==> config.mk <==
export PLATFORM = sky130hd
export DESIGN_NAME = lmsm_decode_stage
export DESIGN_NICKNAME = d
export VERILOG_FILES = /design/src/rtl/lmsm_decode_stage.sv
export SDC_FILE = /design/constraint.sdc
export NUM_CORES = 1
export LEC_CHECK = 0
export ABC_AREA = 1
export CORE_MARGIN = 4
export CORE_UTILIZATION = 49
export DETAILED_ROUTE_END_ITERATION = 16
export PLACE_DENSITY = 0.82
export SKIP_CTS_REPAIR_TIMING = 1
export SLEW_MARGIN = 20
export SYNTH_ARGS = -nofsm -noshare
export SYNTH_HDL_FRONTEND = slang
export SYNTH_SLANG_ARGS = --single-unit
==> constraint.sdc <==
create_clock -name clk -period 3.8 [get_ports clk]
set_clock_uncertainty 0.05 [all_clocks]
set_input_delay 0.57 -clock clk [delete_from_list [all_inputs] [get_ports clk]]
set_output_delay 0.57 -clock clk [all_outputs]
set_load 0.01 [all_outputs]
==> src/rtl/lmsm_decode_stage.sv <==
// Decode stage: splits 16-bit instructions into fields and expands LM/SM into per-register LW/SW micro-ops.
// Optional perf counters (perf_uop_cnt, perf_stall_cnt) are enabled by defining DECODE_PERF_CNT_EN.
module lmsm_decode_stage #(
    parameter logic [3:0] LM_OPC = 4'b1100,
    parameter logic [3:0] SM_OPC = 4'b1101,
    parameter logic [3:0] LW_OPC = 4'b0100,
    parameter logic [3:0] SW_OPC = 4'b0101
) (
    input  logic        clk,
    input  logic        resetn,
    input  logic        flush,
    input  logic        stall,
    input  logic        in_valid,
    input  logic [15:0] in_instr,
    input  logic [15:0] in_pc,
    output logic        in_ready,
    output logic        out_valid,
    output logic [3:0]  out_opcode,
    output logic [2:0]  out_ra,
    output logic [2:0]  out_rb,
    output logic [2:0]  out_rc,
    output logic [15:0] out_imm,
    output logic [15:0] out_pc,
    output logic        out_last
`ifdef DECODE_PERF_CNT_EN
    ,
    output logic [15:0] perf_uop_cnt,
    output logic [15:0] perf_stall_cnt
`endif
);

    typedef enum logic {PASS = 1'b0, EXPAND = 1'b1} state_t;

    state_t      state_q, state_d;
    logic [7:0]  mask_q, mask_d;
    logic [2:0]  k_q, k_d;
    logic [2:0]  base_q, base_d;
    logic        is_sm_q, is_sm_d;
    logic        valid_q, valid_d;
    logic [3:0]  opcode_q, opcode_d;
    logic [2:0]  ra_q, ra_d, rb_q, rb_d, rc_q, rc_d;
    logic [15:0] imm_q, imm_d, pc_q, pc_d;
    logic        last_q, last_d;

    logic [2:0]  low_idx;
    logic [7:0]  mask_rest;
    logic        is_lmsm;

    always_comb begin
        low_idx = 3'd0;
        for (int i = 7; i >= 0; i--) begin
            if (mask_q[i]) low_idx = 3'(i);
        end
    end

    assign mask_rest = mask_q & (mask_q - 8'd1);
    assign is_lmsm   = (in_instr[15:12] == LM_OPC) || (in_instr[15:12] == SM_OPC);
    assign in_ready  = (state_q == PASS) && !stall;

    always_comb begin
        state_d  = state_q;
        mask_d   = mask_q;
        k_d      = k_q;
        base_d   = base_q;
        is_sm_d  = is_sm_q;
        valid_d  = valid_q;
        opcode_d = opcode_q;
        ra_d     = ra_q;
        rb_d     = rb_q;
        rc_d     = rc_q;
        imm_d    = imm_q;
        pc_d     = pc_q;
        last_d   = last_q;
        if (flush) begin
            // Redirect wins over stall and drops any instruction presented this cycle.
            state_d = PASS;
            mask_d  = 8'd0;
            k_d     = 3'd0;
            valid_d = 1'b0;
            last_d  = 1'b0;
        end else if (!stall) begin
            case (state_q)
                PASS: begin
                    valid_d = 1'b0;
                    last_d  = 1'b0;
                    if (in_valid && is_lmsm) begin
                        if (in_instr[7:0] != 8'd0) begin
                            state_d = EXPAND;
                            mask_d  = in_instr[7:0];
                            base_d  = in_instr[11:9];
                            is_sm_d = (in_instr[15:12] == SM_OPC);
                            k_d     = 3'd0;
                            rc_d    = in_instr[5:3];
                            pc_d    = in_pc;
                        end
                    end else if (in_valid) begin
                        valid_d  = 1'b1;
                        last_d   = 1'b1;
                        opcode_d = in_instr[15:12];
                        ra_d     = in_instr[11:9];
                        rb_d     = in_instr[8:6];
                        rc_d     = in_instr[5:3];
                        imm_d    = {{10{in_instr[5]}}, in_instr[5:0]};
                        pc_d     = in_pc;
                    end
                end
                EXPAND: begin
                    valid_d  = 1'b1;
                    opcode_d = is_sm_q ? SW_OPC : LW_OPC;
                    ra_d     = low_idx;
                    rb_d     = base_q;
                    imm_d    = {13'd0, k_q};
                    last_d   = (mask_rest == 8'd0);
                    mask_d   = mask_rest;
                    // k restarts at the end of a sequence rather than wrapping past 7.
                    k_d      = (mask_rest == 8'd0) ? 3'd0 : k_q + 3'd1;
                    state_d  = (mask_rest == 8'd0) ? PASS : EXPAND;
                end
                default: state_d = PASS;
            endcase
        end
    end

    always_ff @(posedge clk or negedge resetn) begin
        if (!resetn) begin
            state_q  <= PASS;
            mask_q   <= 8'd0;
            k_q      <= 3'd0;
            base_q   <= 3'd0;
            is_sm_q  <= 1'b0;
            valid_q  <= 1'b0;
            opcode_q <= 4'd0;
            ra_q     <= 3'd0;
            rb_q     <= 3'd0;
            rc_q     <= 3'd0;
            imm_q    <= 16'd0;
            pc_q     <= 16'd0;
            last_q   <= 1'b0;
        end else begin
            state_q  <= state_d;
            mask_q   <= mask_d;
            k_q      <= k_d;
            base_q   <= base_d;
            is_sm_q  <= is_sm_d;
            valid_q  <= valid_d;
            opcode_q <= opcode_d;
            ra_q     <= ra_d;
            rb_q     <= rb_d;
            rc_q     <= rc_d;
            imm_q    <= imm_d;
            pc_q     <= pc_d;
            last_q   <= last_d;
        end
    end

    assign out_valid  = valid_q;
    assign out_opcode = opcode_q;
    assign out_ra     = ra_q;
    assign out_rb     = rb_q;
    assign out_rc     = rc_q;
    assign out_imm    = imm_q;
    assign out_pc     = pc_q;
    assign out_last   = last_q;

`ifdef DECODE_PERF_CNT_EN
    logic [15:0] uop_cnt_q, uop_cnt_d, stall_cnt_q, stall_cnt_d;

    always_comb begin
        uop_cnt_d   = uop_cnt_q;
        stall_cnt_d = stall_cnt_q;
        if (!flush && !stall && valid_d && (uop_cnt_q != 16'hFFFF))
            uop_cnt_d = uop_cnt_q + 16'd1;
        if (stall && (stall_cnt_q != 16'hFFFF))
            stall_cnt_d = stall_cnt_q + 16'd1;
    end

    always_ff @(posedge clk or negedge resetn) begin
        if (!resetn) begin
            uop_cnt_q   <= 16'd0;
            stall_cnt_q <= 16'd0;
        end else begin
            uop_cnt_q   <= uop_cnt_d;
            stall_cnt_q <= stall_cnt_d;
        end
    end

    assign perf_uop_cnt   = uop_cnt_q;
    assign perf_stall_cnt = stall_cnt_q;
`endif

endmodule

==> summary.log <==
[clocking] worst-case clock buffer depth 2
[clocking] clock tree from TritonCTS done
[pwr] Switch Pwr 423 uW
[route] number of nets with antenna violations after routing 0
[critical_path] worst-path fanout max 3
[route] via count normalized by instance count 5.08
[placed_design] instance area after placement 0.00339 mm^2
[yosys] Synth Register Bits 53
[yosys] number of distinct library cells after synthesis 26
[floorplan] Chip Width 80.8 um
[yosys] Mean Syn Cell Area 7.95 um^2
[critical_path] Worst Reg-to-Reg Cells 7
[route] Vias 2391
[pwr] Internal Power 1000 uW
[global_routing] number of antenna violations at the first check in global routing 0
[pwr] relative contribution of combinational cells to total power 29.6%
[sta] final setup violation count 0
[pwr] power share of the clock group 21.6%
[placed_design] sum of net half-perimeters after detailed placement 4930 um
[layout] antenna diode instance count 0
[pwr] fraction of power spent switching nets 29.7%
[outcome] outcome finished, final reports clean
[sta] maximum achievable frequency 423 MHz
[critical_path] max incr delay on CP 600 ps
[route] first drt pass iteration count 5
[global_routing] pin count of the biggest net entering global routing 35
[critical_path] required arrival time at the worst endpoint 3180 ps
[pwr] leakage power of the design 0.00168 uW
[sta] slew of the pin with the lowest slew margin 613 ps
[floorplan] number of top-level design ports 85
[layout] synthesis-to-layout area growth 33.5%
[floorplan] area inside the core boundary 0.00514 mm^2
[floorplan] starting density of the core 50.6%
[layout] most frequent cells in the layout nand2_1, clkdlybuf4s50_1, dfrtp_1
[critical_path] CP Data Arrival Time 1750 ps
[floorplan] standard-cell row count 26
[pwr] power density of the placed cells 410 mW/mm^2
[worst_hold_path] worst hold-check path type in2async
[sta] final clock period utilization by the worst path 62.2%
[sta] number of hold violations in the final report 0
[sta] worst max-slew margin expressed relative to the limit 59.0%
[clocking] Clk Latency, worst-skew pair 310 ps
[clocking] TritonCTS Sinks 53
[clocking] CTS Root Buffer Type clkbuf_8
[sta] number of max-slew violations in the final report 0
[critical_path] slowest cell on the critical path clkdlybuf4s50_1
[job] number of max-cap violations 0
[placed_design] RD Place Congestion 0.901
[yosys] area of the mapped netlist 0.00260 mm^2
[layout] cell area after layout 0.00347 mm^2
[layout] proportion of layout cells with a drive suffix above 1 6.73%
[global_routing] wire length of the first global-routing pass 10700 um
[route] WL per Instance 14.2 um
[floorplan] overall die area 0.00654 mm^2
[critical_path] Setup crit end kind output port
[sta] setup repair after global routing missed its margin false
[yosys] net count after synthesis 365
[global_routing] total grt overflow 0
[critical_path] Top cell by count, worst path clkdlybuf4s50_1
[global_routing] via count of the first global-routing pass 2219
[yosys] Syn Inst Count 327
[route] DRC violation count after routing 0
[sta] sum of negative setup slack 0 ps
[floorplan] chip height 80.8 um
[yosys] portion of the post-synthesis area used by sequential elements 51.0%
[yosys] Yosys Warn Count 0
[critical_path] worst-path cell chain clkdlybuf4s50_1, nor2_1, clkdlybuf4s50_1
[route] total detailed-routing wirelength 6670 um
[critical_path] Crit Reg-Reg Startpoint state_q
[critical_path] kind of critical path in2out
[pwr] sequential fraction of design power 48.8%
[clocking] CTS H-tree lvls 2
[placed_design] Port-buffer cells 84
[pwr] peak supply drop 253 uV
[clocking] clock-pin slew on the worst setup and hold paths 90 ps
[layout] share of the core filled with cells in the final layout 67.6%
[critical_path] worst setup slack for register-to-register paths 1730 ps
[layout] leading cell type in the layout, fill and taps excluded nand2_1
[layout] Final #Nets 438
[clocking] number of buffers added by the clock tree synthesis step 5
[critical_path] end of the worst register-to-register path out_pc[0]
[global_routing] total track usage 21.4%
[route] violation count after the first detailed-routing iteration 178
[sta] final critical delay including setup and external delays 2370 ps
[critical_path] Worst setup SP type primary input
sequential cells by signal, indices dropped and copies added (netlist names):
register	count
out_pc	16
mask_q	8
out_imm	6
out_opcode	4
base_q	3
k_q	3
out_ra	3
out_rb	3
out_rc	3
is_sm_q	1
out_last	1
out_valid	1
state_q	1
power by group through the flow:
stage	Sequential, uW	Combinational [uW]	Clock [uW]
2_1_floorplan	732	163	0
3_3_place_gp	703	416	0
3_5_place_dp	706	425	0
4_1_cts	695	427	314
5_1_grt	707	461	339
6_report	695	422	307
per-stage QoR:
step,hold slack (ps),cells,total power [uW],worst slack [ps]
5_1_grt,167,471,1510,1390
3_3_place_gp,404,463,1120,1310
3_5_place_dp,413,463,1130,1220
4_1_cts,161,471,1440,1430
6_report,147,471,1420,1430
2_1_floorplan,224,327,895,2240
cells in the mapped netlist:
cell	instances	area [um^2]
ha_1	1	12.5
nand3b_1	1	7.51
inv_1	16	60.1
buf_6	3	33.8
nand3_2	1	10.0
nor2_1	27	101
nor2_4	1	11.3
clkinv_2	1	5.00
o21ai_0	19	95.1
a21oi_1	5	25.0
inv_2	4	15.0
nand3_1	29	145
nand4_1	3	18.8
dfrtp_1	53	1330
nor2_2	4	25.0
and3_1	1	6.26
o21ai_1	1	5.00
buf_4	14	105
nand2_1	123	462
clkbuf_1	2	7.51
o21ai_2	3	26.3
nand2_2	2	12.5
a31oi_1	8	50.1
buf_2	2	10.0
xnor2_1	1	8.76
o211ai_1	2	15.0
critical path, delay by kind of cell:
kind	cells	cell delay [ps]
simple gates	1	160
buf+inv	2	1020
cell type report:
class | count | area [um^2]
fillers | 460 | 1670
flip-flops and latches | 53 | 1330
multi-input cells | 232 | 1040
repair buffers | 87 | 858
well taps | 70 | 87.6
inverters | 21 | 80.1
clock buffers | 6 | 72.6
clock inverters | 2 | 10.0
routing by layer:
layer  vias to the layer above  GRT usage, %  share of wire [%]
li1                       1187             -                  -
met2                        86          35.1                 50
met3                        13          4.10                5.8
met1                      1105          27.5                 42
met4                         0          9.29                2.5
met5                         -             0                  0
cells by family (layout without fill, tap and decap cells):
logic type	after synthesis	after routing	synth area share, %
AO/OA/AOI/OAI	38	38	8.33
flip-flops	53	53	51.0
adder cells (fa/ha/maj)	1	1	0.481
XOR/XNOR	1	1	0.337
buffers and inverters	42	116	9.10
AND/OR/NAND/NOR	192	192	30.8
worst max path at each step:
stage	slack, ps	end	cells past startpoint	from
after global placement	1310	out_rc[1]	7	in_instr[2]
after floorplan	2240	k_q[0]	11	in_instr[13]
final	1430	in_ready	3	stall
after CTS	1430	in_ready	3	stall
after detailed placement	1220	out_rc[1]	7	in_instr[5]
after global routing	1390	out_rc[1]	7	in_instr[5]
No activity file was read; power rests on OpenSTA's default activity.
